**src/rtl/mem_arb_pkg.sv**
```systemverilog
// Shared types and funct3 encodings for the instruction/data memory-port arbiter.
package mem_arb_pkg;

  typedef enum logic [1:0] {IDLE, ACCESS, RESP} state_t;
  typedef enum logic {OWN_IF, OWN_D} owner_t;

  localparam logic [2:0] F3_B  = 3'd0;
  localparam logic [2:0] F3_H  = 3'd1;
  localparam logic [2:0] F3_W  = 3'd2;
  localparam logic [2:0] F3_BU = 3'd4;
  localparam logic [2:0] F3_HU = 3'd5;

  // Access width in bytes; undefined encodings fall back to 1 and are rejected elsewhere.
  function automatic logic [2:0] access_size(input logic [2:0] funct3);
    case (funct3)
      F3_H, F3_HU: return 3'd2;
      F3_W:        return 3'd4;
      default:     return 3'd1;
    endcase
  endfunction

endpackage

```
**src/rtl/mem_access_check.sv**
```systemverilog
// Combinational legality check of one memory request: encoding, alignment and range.
module mem_access_check
  import mem_arb_pkg::*;
#(
  parameter int MEMSIZE = 64
) (
  input  logic [31:0] addr,
  input  logic [2:0]  funct3,
  input  logic        we,
  output logic        legal
);

  logic [32:0] last_byte;
  logic        bad_f3, bad_store, bad_half, bad_word, bad_range;

  always_comb begin
    // 33-bit sum so addresses near 2^32 cannot wrap back into range
    last_byte = {1'b0, addr} + 33'(access_size(funct3)) - 33'd1;
    bad_f3    = funct3 inside {3'd3, 3'd6, 3'd7};
    bad_store = we && (funct3 inside {F3_BU, F3_HU});
    bad_half  = (funct3 == F3_H || funct3 == F3_HU) && addr[0];
    bad_word  = (funct3 == F3_W) && (addr[1:0] != 2'b00);
    bad_range = last_byte >= 33'(MEMSIZE);
    legal     = !(bad_f3 || bad_store || bad_half || bad_word || bad_range);
  end

endmodule

```
**src/rtl/mem_arbiter.sv**
```systemverilog
// Arbitrates fetch and load/store requests onto one registered memory port,
// one access per grant with a single response cycle each.
module mem_arbiter
  import mem_arb_pkg::*;
#(
  parameter int MEMSIZE    = 64,
  parameter int STARVE_MAX = 4
) (
  input  logic        clk,
  input  logic        rst_n,
  input  logic        if_req,
  input  logic [31:0] if_addr,
  output logic        if_gnt,
  output logic        if_rvalid,
  output logic [31:0] if_rdata,
  output logic        if_err,
  input  logic        d_req,
  input  logic        d_we,
  input  logic [31:0] d_addr,
  input  logic [31:0] d_wdata,
  input  logic [2:0]  d_funct3,
  output logic        d_gnt,
  output logic        d_rvalid,
  output logic [31:0] d_rdata,
  output logic        d_err,
  output logic [31:0] mem_addr,
  output logic [31:0] mem_value,
  output logic [2:0]  mem_funct3,
  output logic        mem_read,
  output logic        mem_write,
  input  logic [31:0] mem_data
);

  localparam int CW = $clog2(STARVE_MAX + 1);

  state_t        state_reg, state_next;
  owner_t        owner_reg;
  logic [CW-1:0] starve_reg;
  logic          we_reg, legal_reg, err_reg;
  logic [31:0]   rdata_reg;

  logic          arb_en, pick_if, win_we, win_legal;
  logic [31:0]   win_addr, win_wdata;
  logic [2:0]    win_f3;

  always_comb begin
    arb_en    = (state_reg == IDLE || state_reg == RESP) && (if_req || d_req);
    // Data is the older pipeline stage, but fetch is forced once it has waited long enough
    pick_if   = if_req && (!d_req || starve_reg == CW'(STARVE_MAX));
    win_addr  = pick_if ? if_addr : d_addr;
    win_wdata = pick_if ? 32'd0   : d_wdata;
    win_f3    = pick_if ? F3_W    : d_funct3;
    win_we    = pick_if ? 1'b0    : d_we;
  end

  mem_access_check #(.MEMSIZE(MEMSIZE)) u_check (
    .addr   (win_addr),
    .funct3 (win_f3),
    .we     (win_we),
    .legal  (win_legal)
  );

  always_ff @(posedge clk or negedge rst_n) begin
    if (!rst_n) state_reg <= IDLE;
    else        state_reg <= state_next;
  end

  always_comb begin
    state_next = state_reg;
    case (state_reg)
      IDLE:    if (arb_en) state_next = ACCESS;
      ACCESS:  state_next = RESP;
      RESP:    state_next = arb_en ? ACCESS : IDLE;
      default: state_next = IDLE;
    endcase
  end

  always_ff @(posedge clk or negedge rst_n) begin
    if (!rst_n) begin
      owner_reg  <= OWN_IF;
      mem_addr   <= '0;
      mem_value  <= '0;
      mem_funct3 <= '0;
      we_reg     <= 1'b0;
      legal_reg  <= 1'b0;
      rdata_reg  <= '0;
      err_reg    <= 1'b0;
      if_gnt     <= 1'b0;
      d_gnt      <= 1'b0;
      if_rvalid  <= 1'b0;
      d_rvalid   <= 1'b0;
      mem_read   <= 1'b0;
      mem_write  <= 1'b0;
    end else begin
      if_gnt    <= 1'b0;
      d_gnt     <= 1'b0;
      if_rvalid <= 1'b0;
      d_rvalid  <= 1'b0;
      mem_read  <= 1'b0;
      mem_write <= 1'b0;
      if (arb_en) begin
        owner_reg  <= pick_if ? OWN_IF : OWN_D;
        mem_addr   <= win_addr;
        mem_value  <= win_wdata;
        mem_funct3 <= win_f3;
        we_reg     <= win_we;
        legal_reg  <= win_legal;
        if_gnt     <= pick_if;
        d_gnt      <= !pick_if;
        // Strobes are registered so memory sees them only during the ACCESS cycle
        mem_read   <= win_legal && !win_we;
        mem_write  <= win_legal && win_we;
      end
      if (state_reg == ACCESS) begin
        rdata_reg <= (legal_reg && !we_reg) ? mem_data : 32'd0;
        err_reg   <= !legal_reg;
        if_rvalid <= (owner_reg == OWN_IF);
        d_rvalid  <= (owner_reg == OWN_D);
      end
    end
  end

  always_ff @(posedge clk or negedge rst_n) begin
    if (!rst_n)
      starve_reg <= '0;
    else if (!if_req || (arb_en && pick_if))
      starve_reg <= '0;
    else if (arb_en && starve_reg != CW'(STARVE_MAX))
      starve_reg <= starve_reg + CW'(1);
  end

  // Response data is shared; each side qualifies it with its own rvalid
  assign if_rdata = rdata_reg;
  assign d_rdata  = rdata_reg;
  assign if_err   = err_reg;
  assign d_err    = err_reg;

endmodule

```
**config.mk**
```make
export PLATFORM = sky130hd
export DESIGN_NAME = mem_arbiter
export DESIGN_NICKNAME = d
export VERILOG_FILES = /design/src/rtl/mem_arb_pkg.sv /design/src/rtl/mem_access_check.sv /design/src/rtl/mem_arbiter.sv
export SDC_FILE = /design/constraint.sdc
export NUM_CORES = 1
export LEC_CHECK = 0
export BUFFER_PORTS_ARGS = -buffer_cell sky130_fd_sc_hd__buf_2
export CAP_MARGIN = 25
export CORE_UTILIZATION = 50
export CTS_CLUSTER_SIZE = 30
export DETAILED_ROUTE_END_ITERATION = 12
export GPL_TIMING_DRIVEN = 0
export PLACE_DENSITY = 0.82
export RECOVER_POWER = 100
export SYNTH_ARGS = -nofsm -noshare
export SYNTH_HDL_FRONTEND = slang
export SYNTH_SLANG_ARGS = --single-unit
```
**constraint.sdc**
```tcl
create_clock -name clk -period 4.7 [get_ports clk]
set_input_delay 1.175 -clock clk [delete_from_list [all_inputs] [get_ports clk]]
set_output_delay 1.175 -clock clk [all_outputs]
set_load 0.02 [all_outputs]
```
==> impl_metrics.tcl <==
set metrics [dict create \
    synth_cell_types 69 \
    synth_xor_area_share_pct 1.26 \
    syn_to_final_growth_pct 37.1 \
    core_um2 13400 \
    overflow 0 \
    grt_first_pass_wirelength_mm 35.2 \
    rsz0062_at_grt "yes" \
    ant_nets 0 \
    post-route-period-util_pct 96.2 \
    synth_top_family_by_area "compound AO/OA/AOI/OAI gates" \
    drcViolationCount 0 \
    synth-edff-count 0 \
    dpl-instance-area_um2 8580 \
    crit_type "input port to flop" \
    dp.cells 1241 \
    design_area_um2 9540 \
    end_kind "flop" \
    synthFlopType "dfrtp_1" \
    seq_area_um2 2850 \
    powerDensity_nw_per_um2 379 \
    yosys.cell_count.top_type "nand2_1" \
    drtPass1Iterations 5 \
    clockRootBuffer "clkbuf_16" \
    die_area_um2 14400 \
    htreeDepth 4 \
    layout_min_cycle_time_ns 4.52 \
    ir_drop_mv 0.254 \
    finalMaxSlewViolations 68 \
    syn-cell-area_um2 6960 \
    ys_ff_latch 114 \
    clock-skew-final_ns 0.00533 \
    setup_viol 0 \
    yosys-top-cells-count "nand2_1 (140), dfrtp_1 (114), o21ai_0 (66)" \
    clk_pin_slew_worst_paths_ns 0.05 \
    dp_hpwl_mm 17.6 \
    rows 42 \
    io_pins 275 \
    die_h_um 120 \
    drive_above_1_share_pct 37.4 \
    cp-start-kind "input port" \
    vias 7205 \
    grt_max_degree 69 \
    hold_viol 0 \
    synth_top_area_share_pct 41.0 \
    antenna_found_initial 1 \
    p_leak_nw 5.12 \
    vias_per_cell 5.63 \
    worstPathArrival_ns 4.83 \
    synth_top_area_cell "dfrtp_1" \
    initial_core_util_pct 51.9 \
    synthMuxAreaShare_pct 5.50 \
    die_x_um 120 \
    avgSynthCellArea_um2 8.81 \
    seq_area_frac_synth_pct 41.0 \
    synth_fp_nets 963 \
    clk_latency_ns 0.41 \
    final_nets 1262 \
    slew_headroom_pct -18.3 \
    fill_cells 1039 \
    violations "max-capacitance violations, max-slew violations" \
    cts_sinks 114 \
    cts_made_buffers 17 \
    gp_congestion 0.968 \
    multi_input_area_um2 3750 \
    synthTopCellsByArea "dfrtp_1 (41%), nand2_1 (7.5%), ha_1 (6.5%), mux2i_1 (5.2%), o21ai_0 (4.7%)" \
    hp-class "flop to flop" \
    syn_inst 790 \
    yosys_warnings 0 \
    cts_tree "built" \
    tightestPinTransition_ns 1.77 \
    port_buffers 274 \
    cts_buffer_depth 2 \
    grt_pass1_vias 6805 \
    wl_per_cell_um 18.0 \
    yosys.area_share.simple_pct 17.3 \
    synth-async-reset-ratio_pct 100 \
    synth_compound_area_share_pct 19.4 \
    drt-initial-drc-count 567 \
    cap_violations 1 \
    max_freq_ghz 0.221 \
    critPathMaxFanout 8 \
    synth-adder-area-share_pct 6.76 \
    required_ns 5.01 \
    drt-total-wl_mm 23.0 \
    status "finished with violations" \
    grt_usage_pct 31.6 \
    fin_cells 1279 \
]
==> power by group <==
| group | total, mW | leakage (nW) | internal [mW] | switching (mW) |
|---|---|---|---|---|
| clock network | 1.32 | 0.290 | 0.865 | 0.460 |
| logic | 1.14 | 3.36 | 0.405 | 0.731 |
| registers | 1.16 | 1.47 | 1.10 | 0.0589 |
==> routing by layer <==
metal | routed length [µm] | GRT usage [%] | vias to the layer above
met5 | 0 | 0 | -
met1 | 8780 | 38.0 | 3461
met4 | 898 | 14.2 | 0
met3 | 1510 | 5.99 | 65
met2 | 11800 | 54.5 | 319
li1 | - | - | 3360
==> cell families (layout without fill, tap and decap cells) <==
| family | Yosys count | in the layout |
|---|---|---|
| and+or+nand+nor | 263 | 263 |
| AOI/OAI and AO/OA | 206 | 206 |
| buffers and inverters | 122 | 434 |
| DFF | 114 | 114 |
| muxes | 38 | 38 |
| adders and majority gates | 37 | 37 |
| xor gates and xnor gates | 10 | 10 |
| other | 0 | 1 |
==> repair_timing <==
action,in CTS,in global routing
hold buffers,0,0
endpoints found under the setup margin,3,3
buffers inserted,0,6
gates resized for setup,27,51
pin swaps,2,18
==> worst paths after layout <==
check	start	endpoint	slack [ns]	cells after the start
max in group asynchronous	rst_n	d_rdata[13]	2.40	1
worst min-delay path	owner_reg	if_rvalid	0.44	1
worst max register to register	starve_reg[0]	mem_read	0.38	21
worst max-delay path	d_req	mem_read	0.18	19
min in group asynchronous	rst_n	mem_value[2]	1.23	1
worst min register to register	owner_reg	if_rvalid	0.44	1
==> critical path, stage by stage <==
cell and delay, ns:
buf_8 0.10, a21bo_4 0.21, and2_4 0.17, buf_12 0.13
mux2i_4 0.27, ha_4 0.24, inv_4 0.05, ha_4 0.13
inv_2 0.04, fa_2 0.39, nor2b_4 0.13, o31a_1 0.25
o21ai_4 0.10, xnor2_2 0.14, nor4b_2 0.28, o2111ai_2 0.17
nor4b_2 0.32, nand4_1 0.26, nor4b_2 0.26
==> stage by stage <==
step / worst slack [ns] / hold WS [ns] / utilization [%] / power [mW] / TNS (ns)
3_5_place_dp: -1.13 / 0.420 / 64.0 / 2.22 / -3.39
2_1_floorplan: 0.0261 / 0.403 / - / 1.84 / 0
5_1_grt: -0.0512 / 0.444 / 71.2 / 3.79 / -0.0817
3_3_place_gp: -1.35 / 0.409 / 63.8 / 2.20 / -4.01
4_1_cts: 0.00129 / 0.427 / 69.2 / 3.56 / 0
6_report: 0.179 / 0.436 / 71.2 / 3.62 / 0
==> final cells by class <==
cell class	instances	area share, %
Antenna cell	1	0.0262
Buffer	72	4.90
Clock buffer	21	4.82
Clock inverter	11	1.60
Inverter	49	1.95
Multi-Input combinational cell	554	39.3
Sequential cell	114	29.9
Tap cell	176	2.31
Timing Repair Buffer	281	15.2
==> placed cells by master (no fill, tap or decap), types with 4 or more instances in the layout <==
cell and count:
a211oi_1 8, a21o_1 6, a21oi_1 31, a21oi_2 5, a22o_1 33, a31oi_1 4
and2_1 4, buf_2 278, buf_4 39, clkbuf_1 28, clkbuf_16 17, dfrtp_1 114
ha_1 30, ha_2 4, inv_1 46, mux2i_1 23, mux2i_2 8, mux2i_4 5
nand2_1 139, nand2b_1 5, nand3_1 38, nand4_1 8, nor2_1 32, nor3_1 7
nor4_1 4, o211ai_1 6, o21ai_0 64, o21ai_1 7, xnor2_1 6
Note: power is estimated with default switching activity, not from simulation.
